===== src/rtl/compare_seq_ctrl_if.sv =====
// Request/response bundle for the multi-cycle less-than compare sequencer.
// The master side is the execute stage; the slave side is the sequencer.
interface compare_seq_ctrl_if #(
    parameter int XLEN = 64
);
    logic            in_valid;
    logic            in_ready;
    logic [XLEN-1:0] rs1;
    logic [XLEN-1:0] rs2;
    logic            is_unsigned;
    logic            flush;
    logic            out_valid;
    logic            out_ready;
    logic [XLEN-1:0] result;
    logic            busy;

    modport master (
        output in_valid,
        output rs1,
        output rs2,
        output is_unsigned,
        output flush,
        output out_ready,
        input  in_ready,
        input  out_valid,
        input  result,
        input  busy
    );

    modport slave (
        input  in_valid,
        input  rs1,
        input  rs2,
        input  is_unsigned,
        input  flush,
        input  out_ready,
        output in_ready,
        output out_valid,
        output result,
        output busy
    );
endinterface


===== src/rtl/compare_seq_ctrl.sv =====
// Multi-cycle signed/unsigned less-than sequencer: sign step, then MSB-first chunk scan.
// Optional macro COMPARE_EARLY_EQ_EN adds a full-equality shortcut in the sign step.
module compare_seq_ctrl #(
    parameter int XLEN  = 64,
    parameter int CHUNK = 8
) (
    input  logic                clk,
    input  logic                rst_n,
    compare_seq_ctrl_if.slave   bus
);
    // XLEN must be a whole multiple of CHUNK.
    localparam int NCH  = XLEN / CHUNK;
    localparam int IDXW = (NCH > 1) ? $clog2(NCH) : 1;

    typedef enum logic [1:0] {
        IDLE = 2'd0,
        SIGN = 2'd1,
        SCAN = 2'd2,
        DONE = 2'd3
    } state_t;

    state_t            state_q, state_d;
    logic [XLEN-1:0]   rs1_q, rs1_d;
    logic [XLEN-1:0]   rs2_q, rs2_d;
    logic              uns_q, uns_d;
    logic [IDXW-1:0]   idx_q, idx_d;
    logic              lt_q, lt_d;

    logic [CHUNK-1:0]  ch1 [NCH];
    logic [CHUNK-1:0]  ch2 [NCH];
    logic [CHUNK-1:0]  slice1;
    logic [CHUNK-1:0]  slice2;
    logic              accept;
    logic              signs_differ;

    genvar gi;
    generate
        for (gi = 0; gi < NCH; gi++) begin : g_chunk
            assign ch1[gi] = rs1_q[gi*CHUNK +: CHUNK];
            assign ch2[gi] = rs2_q[gi*CHUNK +: CHUNK];
        end
    endgenerate

    assign slice1       = ch1[idx_q];
    assign slice2       = ch2[idx_q];
    assign signs_differ = rs1_q[XLEN-1] ^ rs2_q[XLEN-1];

    assign bus.in_ready  = (state_q == IDLE) && rst_n;
    assign bus.out_valid = (state_q == DONE);
    assign bus.busy      = (state_q != IDLE);
    assign bus.result    = {{(XLEN-1){1'b0}}, lt_q};

    // A flush in IDLE must also suppress the accept, so it is folded in here.
    assign accept = bus.in_valid && bus.in_ready && !bus.flush;

    always_comb begin
        state_d = state_q;
        rs1_d   = rs1_q;
        rs2_d   = rs2_q;
        uns_d   = uns_q;
        idx_d   = idx_q;
        lt_d    = lt_q;

        if (bus.flush) begin
            state_d = IDLE;
        end else begin
            case (state_q)
                IDLE: begin
                    if (accept) begin
                        rs1_d   = bus.rs1;
                        rs2_d   = bus.rs2;
                        uns_d   = bus.is_unsigned;
                        state_d = SIGN;
                    end
                end
                SIGN: begin
                    if (!uns_q && signs_differ) begin
                        // Negative operand is the smaller one.
                        lt_d    = rs1_q[XLEN-1];
                        state_d = DONE;
`ifdef COMPARE_EARLY_EQ_EN
                    end else if (rs1_q == rs2_q) begin
                        lt_d    = 1'b0;
                        state_d = DONE;
`endif
                    end else begin
                        idx_d   = IDXW'(NCH - 1);
                        state_d = SCAN;
                    end
                end
                SCAN: begin
                    // With equal signs an unsigned slice compare is also correct for signed.
                    if (slice1 != slice2) begin
                        lt_d    = (slice1 < slice2);
                        state_d = DONE;
                    end else if (idx_q == '0) begin
                        lt_d    = 1'b0;
                        state_d = DONE;
                    end else begin
                        idx_d   = idx_q - IDXW'(1);
                    end
                end
                DONE: begin
                    if (bus.out_ready) begin
                        state_d = IDLE;
                    end
                end
                default: begin
                    state_d = IDLE;
                end
            endcase
        end
    end

    always_ff @(posedge clk) begin
        if (!rst_n) begin
            state_q <= IDLE;
            rs1_q   <= '0;
            rs2_q   <= '0;
            uns_q   <= 1'b0;
            idx_q   <= '0;
            lt_q    <= 1'b0;
        end else begin
            state_q <= state_d;
            rs1_q   <= rs1_d;
            rs2_q   <= rs2_d;
            uns_q   <= uns_d;
            idx_q   <= idx_d;
            lt_q    <= lt_d;
        end
    end
endmodule

===== src/flat_wrapper.sv =====
// flat-port wrapper written by rule: the top's interface ports become plain ports
module compare_seq_ctrl_flat 
#(
    parameter int XLEN  = 64,
    parameter int CHUNK = 8
)
  (clk, rst_n, bus_in_valid, bus_rs1, bus_rs2, bus_is_unsigned, bus_flush, bus_out_ready, bus_in_ready, bus_out_valid, bus_result, bus_busy);
  compare_seq_ctrl_if #(.XLEN(XLEN)) bus_i ();
  input  logic clk;
  input  logic rst_n;
  input wire logic [$bits(bus_i.in_valid)-1:0] bus_in_valid;
  input wire logic [$bits(bus_i.rs1)-1:0] bus_rs1;
  input wire logic [$bits(bus_i.rs2)-1:0] bus_rs2;
  input wire logic [$bits(bus_i.is_unsigned)-1:0] bus_is_unsigned;
  input wire logic [$bits(bus_i.flush)-1:0] bus_flush;
  input wire logic [$bits(bus_i.out_ready)-1:0] bus_out_ready;
  output wire logic [$bits(bus_i.in_ready)-1:0] bus_in_ready;
  output wire logic [$bits(bus_i.out_valid)-1:0] bus_out_valid;
  output wire logic [$bits(bus_i.result)-1:0] bus_result;
  output wire logic [$bits(bus_i.busy)-1:0] bus_busy;
  assign bus_i.in_valid = bus_in_valid;
  assign bus_i.rs1 = bus_rs1;
  assign bus_i.rs2 = bus_rs2;
  assign bus_i.is_unsigned = bus_is_unsigned;
  assign bus_i.flush = bus_flush;
  assign bus_i.out_ready = bus_out_ready;
  assign bus_in_ready = bus_i.in_ready;
  assign bus_out_valid = bus_i.out_valid;
  assign bus_result = bus_i.result;
  assign bus_busy = bus_i.busy;
  compare_seq_ctrl #(.XLEN(XLEN), .CHUNK(CHUNK)) u_core (.clk(clk), .rst_n(rst_n), .bus(bus_i));
endmodule

===== config.mk =====
export PLATFORM = sky130hd
export DESIGN_NAME = compare_seq_ctrl_flat
export DESIGN_NICKNAME = d
export VERILOG_FILES = /design/src/rtl/compare_seq_ctrl_if.sv /design/src/rtl/compare_seq_ctrl.sv /design/src/flat_wrapper.sv
export SDC_FILE = /design/constraint.sdc
export NUM_CORES = 1
export LEC_CHECK = 0
export ABC_AREA = 0
export ABC_CLOCK_PERIOD_IN_PS = 6500
export BUFFER_PORTS_ARGS = -buffer_cell sky130_fd_sc_hd__buf_2
export CAP_MARGIN = 5
export CORE_ASPECT_RATIO = 0.6
export CORE_MARGIN = 1.5
export CORE_UTILIZATION = 40
export DETAILED_ROUTE_END_ITERATION = 6
export RECOVER_POWER = 50
export SYNTH_ARGS = -nofsm -noshare
export SYNTH_HDL_FRONTEND = slang
export SYNTH_SLANG_ARGS = --single-unit

===== constraint.sdc =====
create_clock -name clk -period 6.5 [get_ports clk]
set_input_delay 1.625 -clock clk [delete_from_list [all_inputs] [get_ports clk]]
set_output_delay 1.625 -clock clk [all_outputs]
set_load 0.01 [all_outputs]

==> implementation parameters, run 1 <==
Parameter                              Value

Run status
  Status    complete, but fails checks
  Violations in the final reports    capacitance limit, slew limit

Clock tree
  Source-to-sink clock delay at the later pin of the worst-skew pair    410 ps
  CTS H-tree lvls    4
  Clock sink count    135
  Clk pin slew, worst setup/hold paths    60 ps
  Number of CTS-inserted buffers    17
  CTS max path bufs    2
  Root Buffer Master    sky130_fd_sc_hd__clkbuf_16
  Post-CTS setup buffer count    0
  Clock tree from TritonCTS    built
  CTS Hold Buffers Added    0
  Post-cts resize count    0

STA
  Fraction of the cycle the final worst path needs    73.8%
  Maximum clock frequency    209 MHz
  Slack of the critical path    1700 ps
  Worst-case headroom to the max-slew limit    -74.1%
  Actual slew at the worst max-slew pin    2610 ps
  Final number of hold-violating endpoints    0
  Setup tns final    0 ps
  Setup violation total in the final timing report    0
  Min cycle time layout    4800 ps
  Post-Route Skew    10.8 ps
  Final Slew Violations    86
  Setup repair after global routing missed its margin    no

Detailed routing
  Vias per inst    4.70
  Average wire length per cell after detail routing    14.2 µm
  First-pass iteration count of the detailed router    4
  DRC violations left    0
  DRC marker count from the first detailed-route iteration    386
  Number of routed nets with antenna violations    0
  Aggregate routed wire length    15300 µm
  Number of vias in the routed layout    5072

Job
  Maxcap violations    1

Critical path
  Req. time, crit path    6780 ps
  Peak per-stage delay on the critical path    1970 ps
  Startpoint Class    input pin
  Critical path cell sequence    buf_4, nor2b_1, and3_1, buf_12, o21ai_0
  Master of the slowest instance on the critical path    sky130_fd_sc_hd__and3_1
  Type of the worst setup path    in -> reg
  Nature of the critical path endpoint    flip-flop
  Worst-path maximum fanout    87
  Signal arrival time at the worst endpoint    5080 ps
  WP buf/inv    2
  Largest delay share family, worst path    simple AND/OR/NAND/NOR gates

Hold path
  Worst min-delay path class    reg -> reg

Power and ir drop
  Power per unit of standard cell area    271 mW/mm²
  Leakage power summed over all cells    3.05 nW
  Largest voltage drop on the vdd net    0.000150 V
  Total Power Consumption    2.04 mW

Floorplan
  Floorplan row count    35
  Effective utilization at floorplan    41.8%
  Floorplan core area    0.0157 mm²
  Height of the chip    102 µm
  Die ar.    0.0172 mm²
  I/O Pins    201
  Die outline width    168 µm

Global route
  Via count of the first global-routing pass    4672
  Global-route total usage across every layer    18.3%
  Maximum number of pins on one net before global-route repair    89
  Initial antenna violation count    5
  Overall overflow remaining after global route    0
  Wire length of the first global-routing pass    24200 µm

Logic synthesis
  Count of flip-flops with a built-in enable after synthesis    0
  Number of synthesized register bits    135
  Syn_area_per_cell    8.65 µm²
  Count of different cell masters after synthesis    39
  Netlist area before placement    0.00655 mm²
  Sequential area share after synthesis    41.3%
  Async set-or-reset flop fraction in the synthesized netlist    0%
  Most frequent cell after synthesis    sky130_fd_sc_hd__nand2_1
  Leading post-synthesis cells by cell area    sky130_fd_sc_hd__dfxtp_1, sky130_fd_sc_hd__nand2_1, sky130_fd_sc_hd__mux4_2
  Synth warnings    0
  Post-synth top flop    sky130_fd_sc_hd__dfxtp_1
  Ranking of synthesized cells by instance count    sky130_fd_sc_hd__nand2_1, sky130_fd_sc_hd__dfxtp_1, sky130_fd_sc_hd__buf_4, sky130_fd_sc_hd__o21ai_1, sky130_fd_sc_hd__o21ai_0
  Cell count after synthesis    757
  Yosys top cell area share    41.3%
  Leading area contributor after synthesis    sky130_fd_sc_hd__dfxtp_1

Place
  IO Port Bufs    137
  Worst slack after detailed placement    2340 ps
  Final RePlAce weighted congestion    0.730
  Post-DP HPWL    10600 µm

Cells and area
  Layout cell share with drive strength beyond 1    24.0%
  # nets final    1010
  Area grow syn2layout    15.0%
-- worst min-delay path: stages, from the launching register on --
cell and delay, ps:
sky130_fd_sc_hd__dfxtp_1 310, sky130_fd_sc_hd__nand2_1 50, sky130_fd_sc_hd__o21ai_1 50
-- where the power goes --
part | switching, mW | internal (mW) | total, mW | leakage (nW)
logic | 0.109 | 0.0856 | 0.194 | 1.66
clock network | 0.377 | 0.568 | 0.945 | 0.281
registers | 0.0273 | 0.873 | 0.901 | 1.11
total | 0.513 | 1.53 | 2.04 | 3.05
-- final cells by class --
type                    instances  area [µm²]
flip-flops and latches        135        2700
diodes                          2        5.00
inverters                       7        26.3
multi-input cells             559        3220
well taps                     203         254
repair buffers                141         739
clock inverters                14         151
clock buffers                  18         429
fillers                      1612        8140
-- sequential cells by signal, summed over array words and instances (netlist names) --
| signal | count |
|---|---|
| u_core.rs1_q | 64 |
| u_core.rs2_q | 64 |
| u_core.idx_q | 3 |
| u_core.state_q | 2 |
| u_core.lt_q | 1 |
| u_core.uns_q | 1 |
-- routing by layer --
layer	vias to the layer above	share of wire [%]	GRT usage, %
met5	-	0.22	0
met1	2296	54	28.1
met2	138	38	24.4
li1	2614	-	-
met4	6	0.63	5.15
met3	18	6.4	5.54
-- cell families (layout without fill, tap and decap cells) --
kind of cell | Yosys count | count (layout) | synth area share (%)
AND/OR/NAND/NOR | 283 | 283 | 17.2
adder cells (fa/ha/maj) | 15 | 15 | 2.86
AO/OA/AOI/OAI | 148 | 148 | 11.8
other | 1 | 65 | 0.0572
multiplexers | 49 | 49 | 13.8
flip-flops | 135 | 135 | 41.3
buffers and inverters | 125 | 180 | 13.0
XOR/XNOR | 1 | 1 | 0.134
-- final timing paths --
check	endpoint	from	depth (start not counted)	slack, ps
max reg2reg	u_core.state_q[1]	u_core.idx_q[0]	9	2560
min reg2reg	u_core.rs2_q[48]	u_core.rs2_q[48]	2	450
min	u_core.rs2_q[48]	u_core.rs2_q[48]	2	450
max	u_core.rs1_q[30]	rst_n	5	1700
-- metrics by stage --
| stage | area [µm²] | hold WS (ps) | util (%) | std cells |
|---|---|---|---|---|
| after global routing | 7530 | 456 | 48.0 | 1077 |
| after global placement | 6970 | 435 | 44.4 | 1045 |
| after floorplan | 6780 | 425 | - | 819 |
| final | 7530 | 447 | 48.1 | 1079 |
| after CTS | 7550 | 447 | 48.1 | 1077 |
| after detailed placement | 6970 | 439 | 44.4 | 1045 |
-- cell usage in the layout (no fill, tap or decap), types with 2 or more instances in the layout --
master,synthesis,layout
sky130_fd_sc_hd__clkbuf_1,28,4
sky130_fd_sc_hd__dfxtp_1,135,134
sky130_fd_sc_hd__buf_2,4,133
sky130_fd_sc_hd__clkinv_2,0,3
sky130_fd_sc_hd__nor3_1,2,2
sky130_fd_sc_hd__mux2i_1,9,9
sky130_fd_sc_hd__diode_2,0,2
sky130_fd_sc_hd__inv_6,0,3
sky130_fd_sc_hd__inv_1,7,7
sky130_fd_sc_hd__o21ai_1,68,26
sky130_fd_sc_hd__nand4_1,2,2
sky130_fd_sc_hd__conb_1,1,63
sky130_fd_sc_hd__o211a_1,2,2
sky130_fd_sc_hd__o21ai_0,66,108
sky130_fd_sc_hd__nor2b_1,4,5
sky130_fd_sc_hd__mux2_2,8,8
sky130_fd_sc_hd__clkinvlp_4,0,2
sky130_fd_sc_hd__clkinv_4,0,4
sky130_fd_sc_hd__ha_1,15,15
sky130_fd_sc_hd__and3_1,3,3
sky130_fd_sc_hd__nor2_1,3,3
sky130_fd_sc_hd__a21oi_1,4,4
sky130_fd_sc_hd__buf_4,68,3
sky130_fd_sc_hd__buf_12,0,2
sky130_fd_sc_hd__bufinv_16,0,2
sky130_fd_sc_hd__nand2_1,260,260
sky130_fd_sc_hd__clkbuf_16,0,17
sky130_fd_sc_hd__mux4_2,32,32
Power figures use the tool's default switching activity.
==> run 2, diff against run 1 <==
--- a/config.mk
+++ b/config.mk
@@ -5,8 +5,8 @@
 export SDC_FILE = /design/constraint.sdc
 export NUM_CORES = 1
 export LEC_CHECK = 0
-export ABC_AREA = 0
-export ABC_CLOCK_PERIOD_IN_PS = 6500
+export ABC_AREA = 1
+export ABC_CLOCK_PERIOD_IN_PS = 4900
 export BUFFER_PORTS_ARGS = -buffer_cell sky130_fd_sc_hd__buf_2
 export CAP_MARGIN = 5
 export CORE_ASPECT_RATIO = 0.6
==> constraint.sdc (replaced) <==
create_clock -name clk -period 4.9 [get_ports clk]
set_input_delay 1.225 -clock clk [delete_from_list [all_inputs] [get_ports clk]]
set_output_delay 1.225 -clock clk [all_outputs]
set_load 0.01 [all_outputs]
==> implementation parameters, run 2 <==
Parameter                              Value

Cells and area
  Inserted Diodes    0 (-2)
  Top Registers    u_core.rs1_q: 64 flops, u_core.rs2_q: 64 flops, u_core.idx_q: 3 flops
  # nets final    1188 (+18%)
  Commonest cells after routing, fill and taps aside    sky130_fd_sc_hd__nand2_1, sky130_fd_sc_hd__a21oi_1, sky130_fd_sc_hd__dfxtp_1
  FF/Latch Area    0.00270 mm² (unchanged)
  Leading cell type in the layout, fill and taps excluded    sky130_fd_sc_hd__nand2_1
  Count of filler cells inserted in the layout    1719 (+6.6%)
  Layout cell share with drive strength beyond 1    16.7% (-7.3 points)
  Area occupied by multi-input gates    0.00308 mm² (-4.4%)
  Finished Core Util    47.5% (-0.60 points)
  Area grow syn2layout    15.6%

STA
  Final number of hold-violating endpoints    0 (unchanged)
  Maximum clock frequency    292 MHz
  Setup tns final    0 ps (unchanged)
  Slack of the critical path    1480 ps (-226 ps)
  Fraction of the cycle the final worst path needs    69.8%
  Worst-case headroom to the max-slew limit    6.35% (+80 points)
  Actual slew at the worst max-slew pin    1400 ps (-1210 ps)
  Setup repair after global routing missed its margin    no
  Final Slew Violations    0 (-100%)
  Post-Route Skew    10.8 ps (+0.0230 ps)
  Setup violation total in the final timing report    0 (unchanged)
  Min cycle time layout    3420 ps

Place
  Worst slack after detailed placement    1440 ps (-896 ps)
  Final RePlAce weighted congestion    0.787 (+7.8%)
  IO Port Bufs    137 (unchanged)
  Post-DP HPWL    12200 µm (+15%)

Logic synthesis
  Post-synth top flop    sky130_fd_sc_hd__dfxtp_1
  Leading post-synthesis cells by cell area    sky130_fd_sc_hd__dfxtp_1, sky130_fd_sc_hd__a21oi_1, sky130_fd_sc_hd__nand2_1
  Yosys top cell area share    40.5% (-0.76 points)
  Count of different cell masters after synthesis    23 (-41%)
  Cell count after synthesis    943 (+25%)
  Syn_area_per_cell    7.08 µm² (-18%)
  Count of flip-flops with a built-in enable after synthesis    0 (unchanged)
  Synth warnings    0 (unchanged)
  Netlist area before placement    0.00667 mm² (+1.9%)
  Ranking of synthesized cells by instance count    sky130_fd_sc_hd__nand2_1, sky130_fd_sc_hd__a21oi_1, sky130_fd_sc_hd__dfxtp_1
  Leading area contributor after synthesis    sky130_fd_sc_hd__dfxtp_1
  Async set-or-reset flop fraction in the synthesized netlist    0% (unchanged)
  Sequential area share after synthesis    40.5% (-0.76 points)
  Most frequent cell after synthesis    sky130_fd_sc_hd__nand2_1
  Number of synthesized register bits    135 (unchanged)

Detailed routing
  First-pass iteration count of the detailed router    5 (+1)
  Average wire length per cell after detail routing    14.0 µm (-1.7%)
  Aggregate routed wire length    17900 µm (+17%)
  Number of routed nets with antenna violations    0 (unchanged)
  DRC marker count from the first detailed-route iteration    439 (+14%)
  Number of vias in the routed layout    6011 (+19%)
  DRC violations left    0 (unchanged)
  Vias per inst    4.70 (about the same)

Power and ir drop
  Sequential share of power    42.2% (-1.9 points)
  Leakage power summed over all cells    3.49 nW (+15%)
  Internal power contribution    2.04 mW (+34%)
  Clock network fraction of design power    42.7% (-3.6 points)
  Largest voltage drop on the vdd net    0.000164 V (+8.9%)
  Power per unit of standard cell area    365 mW/mm² (+35%)
  Power share of the combinational group    15.1% (+5.6 points)
  Sw Share    27.6% (+2.5 points)
  Total net switching power    0.779 mW (+52%)

Critical path
  Largest delay share family, worst path    buffers and inverters
  WP buf/inv    3 (+1)
  Register-to-register path setup slack    2010 ps (-550 ps)
  Nature of the critical path endpoint    flip-flop
  Startpoint Class    input pin
  Crit. path cell count    5 (unchanged)
  Depth of the worst register-to-register path    8 (-1)
  Worst-path maximum fanout    75 (-14%)
  Master of the slowest instance on the critical path    sky130_fd_sc_hd__clkbuf_2
  Type of the worst setup path    in -> reg
  Critical path cell sequence    clkbuf_1, buf_4, clkbuf_2, o21ai_0, a21oi_1
  Req. time, crit path    5230 ps (-1550 ps)
  Signal arrival time at the worst endpoint    3750 ps (-1330 ps)
  Peak per-stage delay on the critical path    1110 ps (-860 ps)

Job
  Maxcap violations    0 (-1)

Global route
  Global-route total usage across every layer    20.8% (+2.5 points)
  Wire length of the first global-routing pass    27800 µm (+15%)
  Initial antenna violation count    0 (-5)
  Via count of the first global-routing pass    5326 (+14%)
  Maximum number of pins on one net before global-route repair    107 (+20%)
  Overall overflow remaining after global route    0 (unchanged)

Floorplan
  Floorplan core area    0.0163 mm² (+3.7%)
  Die ar.    0.0175 mm² (+1.8%)
  Die outline width    170 µm (+0.91%)
  Floorplan row count    36 (+2.9%)
  I/O Pins    201 (unchanged)
  Height of the chip    103 µm (+0.91%)
  Effective utilization at floorplan    41.0% (-0.74 points)

Clock tree
  Source-to-sink clock delay at the later pin of the worst-skew pair    410 ps (about the same)
  Clk pin slew, worst setup/hold paths    60 ps (about the same)
  Root Buffer Master    sky130_fd_sc_hd__clkbuf_16
  CTS Hold Buffers Added    0 (unchanged)
  CTS H-tree lvls    4 (unchanged)
  CTS max path bufs    2 (unchanged)
  Clock sink count    135 (unchanged)
  Clock tree from TritonCTS    built
  Post-CTS setup buffer count    0 (unchanged)
  Post-cts resize count    0 (unchanged)
  Number of CTS-inserted buffers    17 (unchanged)

Hold path
  Worst min-delay path class    reg -> reg
  Hold Path Depth    2 (unchanged)

Run status
  Status    completed
## run 2: cell count changes after synthesis, moves of 32 or more
| cell | before | now |
|---|---|---|
| sky130_fd_sc_hd__o21ai_0 | 66 | 129 |
| sky130_fd_sc_hd__a21oi_1 | 4 | 137 |
| sky130_fd_sc_hd__mux4_2 | 32 | 0 |
| sky130_fd_sc_hd__inv_1 | 7 | 89 |
| sky130_fd_sc_hd__nand3_1 | 1 | 98 |
| sky130_fd_sc_hd__o21ai_1 | 68 | 1 |
| sky130_fd_sc_hd__nand2_1 | 260 | 178 |
## run 2: layout make-up
type | instances | share of cell area (%)
multi-input cells | 648 | 40.0
flip-flops and latches | 135 | 35.0
repair buffers | 145 | 9.55
clock buffers | 21 | 5.97
inverters | 92 | 4.49
well taps | 228 | 3.70
clock inverters | 11 | 1.30
## run 2: worst paths after layout
check / start / end
worst max-delay path: rst_n / u_core.rs2_q[16]
worst min-delay path: u_core.rs1_q[16] / u_core.rs1_q[16]
worst max register to register: u_core.state_q[0] / u_core.rs1_q[0]
worst min register to register: u_core.rs1_q[16] / u_core.rs1_q[16]
## run 2: worst min-delay path, stage by stage (launching register included)
cell and delay, ps:
sky130_fd_sc_hd__dfxtp_1 300, sky130_fd_sc_hd__inv_1 60, sky130_fd_sc_hd__a21oi_1 50
## run 2: through the flow
step | instance area (µm²) | cells | hold slack, ps | power (mW)
3_5_place_dp | 7170 | 1248 | 447 | 1.64
3_3_place_gp | 7170 | 1248 | 442 | 1.64
4_1_cts | 7730 | 1280 | 455 | 2.85
2_1_floorplan | 6910 | 1005 | 429 | 1.54
6_report | 7720 | 1280 | 454 | 2.82
5_1_grt | 7720 | 1280 | 473 | 2.97
## run 2: kinds of logic after synthesis
group,share of synthesized area [%]
other cells,0.0562
compound gates,21.0
buf+inv,16.9
fa+ha+maj,2.81
flops,40.5
simple gates,18.7
## run 2: metal layers
metal  vias to the layer above  track usage, %  share of wire [%]
li1                       3152               -                  -
met1                      2669            33.4                 55
met2                       181            27.4                 38
met3                         9            4.11                7.2
met4                         0            5.31               0.45
met5                         -               0                  0
## run 2: power groups by stage
stage	sequential (mW)	combinational [mW]	clock, mW
3_3_place_gp	1.21	0.425	0
3_5_place_dp	1.21	0.428	0
5_1_grt	1.20	0.494	1.28
2_1_floorplan	1.21	0.332	0
6_report	1.19	0.426	1.20
4_1_cts	1.19	0.430	1.23
